--- src/rtl/run_stim_gen.sv ---
// run_stim_gen: threshold-capture command followed by gap/run sample pairs.
// Define RUN_STIM_NOISE_EN to add LFSR noise to gap/run samples.
module run_stim_gen #(
   parameter int W    = 8,
   parameter int CNTW = 8
) (
   input  logic            clk,
   input  logic            rst,
   input  logic            go,
   input  logic [W-1:0]    thresh,
   input  logic [3:0]      run_len,
   input  logic [3:0]      gap_len,
   input  logic [CNTW-1:0] n_runs,
   input  logic            sig_rdy,
   output logic [W-1:0]    sig,
   output logic            sig_vld,
   output logic            strt_cap_cmp,
   output logic            busy,
   output logic            done,
   output logic [CNTW-1:0] exp_cnt
);

   typedef enum logic [2:0] {IDLE, CAP, GAP, RUN, FIN} state_t;

   localparam logic [CNTW-1:0] CNT_ONE = CNTW'(1);

   state_t          state;
   state_t          after_pair;
   state_t          after_cap;
   logic [W-1:0]    thr_q;
   logic [3:0]      run_q;
   logic [3:0]      gap_q;
   logic [3:0]      idx;
   logic [3:0]      idx_nxt;
   logic [CNTW-1:0] nrun_q;
   logic [CNTW-1:0] pair_cnt;
   logic [CNTW-1:0] pair_nxt;
   logic            xfer;
   logic            pair_last;
   logic            gap_end;
   logic            run_end;
   logic            exp_ok;
   logic [1:0]      nz;
   logic [W-1:0]    gap0;
   logic [W-1:0]    gapn;
   logic [W-1:0]    run0;
   logic [W-1:0]    runn;
   logic [W-1:0]    seg0;

   // W+1 bit arithmetic: the top bit flags under/overflow for saturation
   function automatic logic [W-1:0] gap_smp(
      input logic [W-1:0] t,
      input logic [3:0]   k,
      input logic [1:0]   n
   );
      logic [W:0] v;
      v = {1'b0, t} - (W+1)'(k) - (W+1)'(n) - (W+1)'(1);
      return v[W] ? '0 : v[W-1:0];
   endfunction

   function automatic logic [W-1:0] run_smp(
      input logic [W-1:0] t,
      input logic [3:0]   k,
      input logic [1:0]   n
   );
      logic [W:0] v;
      v = {1'b0, t} + (W+1)'(k) + (W+1)'(n) + (W+1)'(1);
      return v[W] ? '1 : v[W-1:0];
   endfunction

   assign xfer      = sig_vld & sig_rdy;
   assign idx_nxt   = idx + 4'd1;
   assign gap_end   = (idx_nxt == gap_q);
   assign run_end   = (idx_nxt == run_q);
   assign pair_nxt  = pair_cnt + CNT_ONE;
   assign pair_last = (pair_nxt == nrun_q);
   assign exp_ok    = (run_q >= 4'd4) && (thr_q != '1);

   assign gap0 = gap_smp(thr_q, 4'd0, nz);
   assign gapn = gap_smp(thr_q, idx_nxt, nz);
   assign run0 = run_smp(thr_q, 4'd0, nz);
   assign runn = run_smp(thr_q, idx_nxt, nz);
   assign seg0 = (gap_q != 4'd0) ? gap0 : run0;

   assign after_pair = pair_last ? FIN
                     : (gap_q != 4'd0) ? GAP : RUN;
   assign after_cap  = ((nrun_q == '0) || (gap_q == 4'd0 && run_q == 4'd0)) ? FIN
                     : (gap_q != 4'd0) ? GAP : RUN;

`ifdef RUN_STIM_NOISE_EN
   logic [15:0] lfsr;
   logic [15:0] lfsr_nxt;

   assign lfsr_nxt = {lfsr[14:0], lfsr[15] ^ lfsr[13] ^ lfsr[12] ^ lfsr[10]};
   assign nz       = lfsr_nxt[1:0];

   always_ff @(posedge clk or posedge rst) begin
      if (rst) begin
         lfsr <= 16'hACE1;
      end else if (xfer) begin
         lfsr <= lfsr_nxt;
      end
   end
`else
   assign nz = 2'b00;
`endif

   always_ff @(posedge clk or posedge rst) begin
      if (rst) begin
         state        <= IDLE;
         sig          <= '0;
         sig_vld      <= 1'b0;
         strt_cap_cmp <= 1'b0;
         busy         <= 1'b0;
         done         <= 1'b0;
         exp_cnt      <= '0;
         thr_q        <= '0;
         run_q        <= '0;
         gap_q        <= '0;
         nrun_q       <= '0;
         pair_cnt     <= '0;
         idx          <= '0;
      end else begin
         done <= 1'b0;
         unique case (state)
            IDLE: begin
               if (go) begin
                  thr_q        <= thresh;
                  run_q        <= run_len;
                  gap_q        <= gap_len;
                  nrun_q       <= n_runs;
                  exp_cnt      <= '0;
                  pair_cnt     <= '0;
                  idx          <= '0;
                  sig          <= thresh;
                  sig_vld      <= 1'b1;
                  strt_cap_cmp <= 1'b1;
                  busy         <= 1'b1;
                  state        <= CAP;
               end
            end
            CAP: begin
               if (xfer) begin
                  strt_cap_cmp <= 1'b0;
                  idx          <= '0;
                  state        <= after_cap;
                  if (after_cap == FIN) begin
                     sig_vld <= 1'b0;
                     done    <= 1'b1;
                  end else begin
                     sig <= seg0;
                  end
               end
            end
            GAP: begin
               if (xfer) begin
                  if (!gap_end) begin
                     idx <= idx_nxt;
                     sig <= gapn;
                  end else if (run_q != 4'd0) begin
                     idx   <= '0;
                     sig   <= run0;
                     state <= RUN;
                  end else begin
                     pair_cnt <= pair_nxt;
                     idx      <= '0;
                     state    <= after_pair;
                     if (pair_last) begin
                        sig_vld <= 1'b0;
                        done    <= 1'b1;
                     end else begin
                        sig <= seg0;
                     end
                  end
               end
            end
            RUN: begin
               if (xfer) begin
                  if (!run_end) begin
                     idx <= idx_nxt;
                     sig <= runn;
                  end else begin
                     pair_cnt <= pair_nxt;
                     idx      <= '0;
                     state    <= after_pair;
                     if (exp_ok) begin
                        exp_cnt <= exp_cnt + CNT_ONE;
                     end
                     if (pair_last) begin
                        sig_vld <= 1'b0;
                        done    <= 1'b1;
                     end else begin
                        sig <= seg0;
                     end
                  end
               end
            end
            FIN: begin
               busy  <= 1'b0;
               state <= IDLE;
            end
            default: begin
               state <= IDLE;
            end
         endcase
      end
   end

endmodule

--- config.mk ---
export PLATFORM = sky130hd
export DESIGN_NAME = run_stim_gen
export DESIGN_NICKNAME = d
export VERILOG_FILES = /design/src/rtl/run_stim_gen.sv
export SDC_FILE = /design/constraint.sdc
export NUM_CORES = 1
export LEC_CHECK = 0
export ABC_AREA = 0
export CORE_ASPECT_RATIO = 1.1
export CORE_MARGIN = 2
export CORE_UTILIZATION = 35
export DETAILED_ROUTE_END_ITERATION = 12
export GPL_ROUTABILITY_DRIVEN = 0
export GPL_TIMING_DRIVEN = 0
export PLACE_DENSITY = 0.55
export SLEW_MARGIN = 20
export SYNTH_ARGS = -nofsm -noshare
export SYNTH_HDL_FRONTEND = slang
export SYNTH_SLANG_ARGS = --single-unit
--- constraint.sdc ---
create_clock -name clk -period 3 [get_ports clk]
set_input_delay 0.6 -clock clk [delete_from_list [all_inputs] [get_ports clk]]
set_output_delay 0.6 -clock clk [all_outputs]
set_load 0.1 [all_outputs]
==> After elaboration in Yosys (flattened, before gate mapping) <==
Cells that the tools add are included.
{ "totals": {"ff_bits": 59, "input_bits": 28, "out_inout_bits": 20, "word_cells": 132} }
{ "op_classes": {"addsub": 9, "order_cmp": 1, "n_eq_ne": 19, "n_mux": 66, "n_bitwise": 1, "reduce_logical": 23} }
{ "op_table": {"columns": ["cell", "count"], "rows": [
  ["$mux W8", 23],
  ["$pmux W8 S4", 1],
  ["$mux W3", 9],
  ["$mux W4", 6],
  ["$pmux W8 S3", 1],
  ["$ne A2 B2 Y1 const B", 10],
  ["$mux W1", 19],
  ["$add A8 B1 Y8 const B", 2],
  ["$pmux W4 S4", 1],
  ["$pmux W8 S2", 1],
  ["$pmux W3 S4", 1],
  ["$reduce_and A6 Y1", 2],
  ["$reduce_bool A4 Y1", 3],
  ["$reduce_and A5 Y1", 2],
  ["$add A8 B1 Y9 const B", 1],
  ["$add A8 B4 Y9", 1],
  ["$add A9 B1 Y9 const B", 1],
  ["$reduce_and A9 Y1", 1],
  ["$sub A8 B1 Y9 const B", 1],
  ["$sub A8 B4 Y9", 1],
  ["$sub A9 B1 Y9 const B", 1],
  ["$eq A4 B4 Y1", 2],
  ["$eq A8 B8 Y1", 1],
  ["$logic_not A4 Y1", 2],
  ["19 further kinds", 26]
]} }

==> Logic depth before layout (Yosys ltp) <==
{ "logic_depth": {"word_depth": 8, "depth_mapped": 11, "depth_no_buf": 11} }

==> Least setup slack after synthesis <==
OpenSTA, ideal clock, no wires.
{ "synth_path": {"path_type": "reg2reg", "from": "register idx[0]", "to": "register sig[3]", "setup_ns": 0.069, "arrival_time_ns": 2.882, "t_required_ns": 2.931, "path_slack_ns": 0.049, "path_stages_with_launch": 10, "n_path_buf": 1, "synth_period_minus_slack_ns": 2.951, "path_cell_list": "dfrtp_1 > ha_1 > xor2_2 > ha_1 > clkbuf_1 > o32ai_1 > a211oi_1 > or4_1 > a311o_1 > nand3_1"} }
{ "synth_between": {"elab_chain_len": 7, "word_cells_on_any_way": 14, "classes_between": "add/sub: 5; eq/ne: 2; mux: 7"} }
{ "synth_lines": {"columns": ["item", "line", "text"], "rows": [
  ["start, declared", "33", "logic [3:0] idx;"],
  ["start signal, assigned", "158", "idx <= idx_nxt;"],
  ["start signal, assigned", "180", "idx <= idx_nxt;"],
  ["$add A4 B1 Y4 *", "72", "assign idx_nxt = idx + 4'd1;"],
  ["$add A8 B4 Y9 or $sub A8 B4 Y9 (tied branches)", "67, 57", null],
  ["$add A9 B1 Y9 or $sub A9 B1 Y9 (tied branches)", "67, 57", null],
  ["$mux W8, on equally long branches", "68, 58", null],
  ["$mux W8, on equally long branches", "179, 157", null],
  ["$mux W8, on equally long branches", "178, 156", null],
  ["$pmux W8 S4 *", "125", "unique case (state)"],
  ["end signal, assigned", "135", "sig <= thresh;"],
  ["end signal, assigned", "181", "sig <= runn;"],
  ["end signal, assigned", "193", "sig <= seg0;"],
  ["end, declared", "15", "output logic [W-1:0] sig,"]
]} }
Mark *: on every way between the ends. The rest lies on a longest branch, timed or not. The select of a mux whose other input is x is not followed.
A chain may end at the register's enable or synchronous reset.

==> Final worst setup path <==
Same ends and word-level chain as after synthesis.

==> reports/results.ini <==
[logic_synthesis]
dominantRegCellSynth = dfrtp_1
synthMuxAreaShare_pct = 8.715
synthCells = 524
synthXorXnorAreaFrac_pct = 8.053
yosys.area.top_type = dfrtp_1
yosys_warnings = 0
syn_area_per_cell_um2 = 8.658
synthAdderAreaFrac_pct = 4.192
syn_area_mm2 = 0.004537
synth_top_family_by_area = compound AO/OA/AOI/OAI gates
synth.distinct_cells = 71
synth-compound-area-share_pct = 21.48
synth_area_leaders = dfrtp_1 (33%), mux2_2 (6.5%), o21ai_0 (4.4%), nor2_1 (3.8%), nand2_1 (3.7%)
synthSimpleGateAreaFrac_pct = 20.96
synth_nets = 566
ys_ff_latch = 59
synth_edf_count = 0
synthArstFlopShare_pct = 100.0
yosysTopAreaCellShare_pct = 32.54
yosysSeqAreaShare_pct = 32.54

[hold_path]
hp-class = input port to async pin

[routing]
antenna_left = 0
drc = 0
vias_per_cell = 5.953
drt_iter0_markers = 480
drt_pass1_iterations = 7
finalWirelength_um = 14430
vias = 4477
wl_per_cell_um = 19.19

[setup_path]
crit_path_start_kind = flip-flop
cp.required_ps = 3270
reg2reg_slack_ps = 70
slowest_delay_ps = 500
crit_end = sig[3]
cp_num_cells = 9
startpoint = idx[0]
r2r_cells = 9
cp.arrival_ps = 3200
r2r-start = idx[0]
end_kind = flip-flop
slowest_stage = or4_1
worst-path-max-fanout = 6
crit_chain = buf_4, ha_1, inv_1, fa_1, o32ai_4, a211oi_4, or4_1, a311o_1, nand3_1
cp_top_family = compound AO/OA/AOI/OAI gates
worstSetupPathType = flip-flop to flip-flop
worstPathBufferInverterCount = 2
reg2reg_to = sig[3]

[sta]
fmax_mhz = 340.9
slew_viol_final = 0
period_needed_ps = 2934
skew_ps = 12.94
report.final.hold_viol_count = 0
slew_headroom_pct = 28.05
setup_viol = 0
rsz0062_at_grt = true
fin_crit_sh_pct = 97.79
tns_ps = 0
worst_slew_pin_slew_ps = 1070

[grt]
gr-total-overflow = 0
grt_max_degree = 54
antenna_found_initial = 0
grt.total_usage_pct = 21.35
first_global_vias = 4446
grt_pass1_wl_um = 23170

[power_and_ir_drop]
p_sw_mw = 3.553
p_int_mw = 3.637
p_seq_share_pct = 20.4
irDropWorstVdd_v = 0.0006214
switching_share_pct = 49.42
clkPwrFrac_pct = 18.4
comb_power_share_pct = 61.2
power_per_cell_area_mw_per_mm2 = 1233
p_leak_nw = 2.245

[layout]
drive_above_1_share_pct = 14.79
final_net_count = 632
syn2layout_area_growth_pct = 28.54
final_cells = 752
n_antenna_cell = 0
utilization_pct = 46.13

[placement]
dp.cells = 729
dp_hpwl_um = 10420
io_buffers = 47

[cts]
htree_levels = 3
root_buffer = clkbuf_16
cts_hold_buf = 0
insertion_delay_ps = 350
clk_path_buf_depth = 2
clk_pin_slew_ps = 50
cts_tree = yes
numCtsBuffers = 9
clock_sinks = 59

[floorplan]
die_h_um = 123.4
die_w_um = 112.6
initial_core_util_pct = 35.88
ioPinCount = 48
rows = 43
dieArea_mm2 = 0.01389
coreArea_mm2 = 0.01264

[run_status]
status = completed

[flow_run]
drv_cap = 0

stage by stage:
step           hold WS (ps)  area, um2  setup slack, ps  power, mW
2_1_floorplan         472.9       4537            48.67      4.477
3_3_place_gp          498.5       5204           -806.2      5.509
3_5_place_dp          507.4       5234           -835.6      5.573
4_1_cts               493.5       5741            6.917      7.067
5_1_grt               514.4       5832           -42.23      7.673
6_report              497.4       5832            66.45      7.190
worst min-delay path by stage:
stage                           start           to  depth (start not counted)
after floorplan           pair_cnt[7]  pair_cnt[7]                          1
after global placement         idx[1]       idx[1]                          2
after detailed placement       idx[1]       idx[1]                          2
after CTS                         rst    nrun_q[2]                          2
after global routing              rst    nrun_q[2]                          2
final                             rst    nrun_q[2]                          2
layer usage:
| metal | global-route usage (%) | wire (um) | up-vias | part of all wire, % |
|---|---|---|---|---|
| li1 | - | - | 2076 | - |
| met1 | 28.09 | 6380 | 2168 | 44 |
| met2 | 33.08 | 6705 | 190 | 46 |
| met3 | 3.284 | 732 | 43 | 5.1 |
| met4 | 13.19 | 616 | 0 | 4.3 |
| met5 | 0 | 0 | - | 0 |
sequential cells by signal (all words and copies together), names as in the netlist:
name	cells
state	3
idx	4
thr_q	8
run_q	4
gap_q	4
done	1
sig_vld	1
pair_cnt	8
nrun_q	8
strt_cap_cmp	1
sig	8
busy	1
exp_cnt	8
power by group through the flow:
stage	registers [mW]	logic, mW	clock network [mW]
after CTS	1.45	4.27	1.35
after global routing	1.52	4.76	1.38
after detailed placement	1.46	4.11	0
after global placement	1.45	4.06	0
final	1.47	4.40	1.32
after floorplan	1.91	2.57	0
layout make-up:
type | count | area (um2)
inverters | 12 | 47.55
repair buffers | 56 | 558.0
flip-flops and latches | 59 | 1480
clock buffers | 12 | 256.5
fillers | 1198 | 6812
multi-input cells | 421 | 3038
plain buffers | 31 | 135.1
clock inverters | 4 | 120.1
well taps | 157 | 196.4
cells in the final DEF, fill, tap and decap left out, types with 4 or more instances in the layout:
cell type        Yosys  layout
clkbuf_16            0       9
a211o_1              4       4
a311oi_1             5       4
mux2_2              26      26
nor3_1              12      12
bufinv_16            0       4
mux2i_1              8       8
nor2b_1              4       4
xor2_1              18      17
nand3_1             18      18
and3_1               4       4
buf_2                5       5
dfrtp_1             59      56
a21oi_1             31      29
nand4_1             10      10
and2_1               4       4
nand2_1             45      45
inv_1               12      11
nor2_1              46      46
clkdlybuf4s50_1      0      47
xnor2_1             19      19
nand2b_1            14      14
a21o_1               6       6
ha_1                12       9
o31ai_1              4       4
buf_4                1       9
a211oi_1             7       6
a31oi_1              9       9
o21ai_0             40      40
or4_1                6       6
o211ai_1             6       6
clkbuf_1            21      21
Yosys cell counts (all sizes together), types with 2 or more instances:
library cell  number
dfrtp             59
nor2              46
nand2             45
o21ai             40
a21oi             32
mux2              26
clkbuf            22
nand3             19
xnor2             19
xor2              19
nand2b            14
nor3              13
ha                12
inv               12
buf               10
nand4             10
a31oi              9
mux2i              8
a211oi             7
a21o               6
nor4               6
o211ai             6
or4                6
a311oi             5
and2               5
and3               5
a2111oi            4
a211o              4
nor2b              4
o31ai              4
a221oi             3
a32oi              3
and4               3
nand3b             3
o22ai              3
o41ai              3
a21boi             2
a22oi              2
fa                 2
o2111ai            2
o21a               2
o221ai             2
o32ai              2
or3                2
timing repair:
action / 4_1_cts / 5_1_grt
pin swaps: 3 / 4
hold endpoints to repair: 0 / 0
buffers inserted: 2 / 6
resized for setup: 21 / 6
endpoints found under the setup margin: 9 / 12
cells by family (layout without fill, tap and decap cells):
kind of cell               count (synthesis)  in the layout
buffers and inverters                     44            115
muxes                                     35             35
xor gates and xnor gates                  39             39
AOI/OAI and AO/OA                        148            148
adders and majority gates                 14             14
and+or+nand+nor                          185            185
DFF                                       59             59
Power figures use the tool's default switching activity.
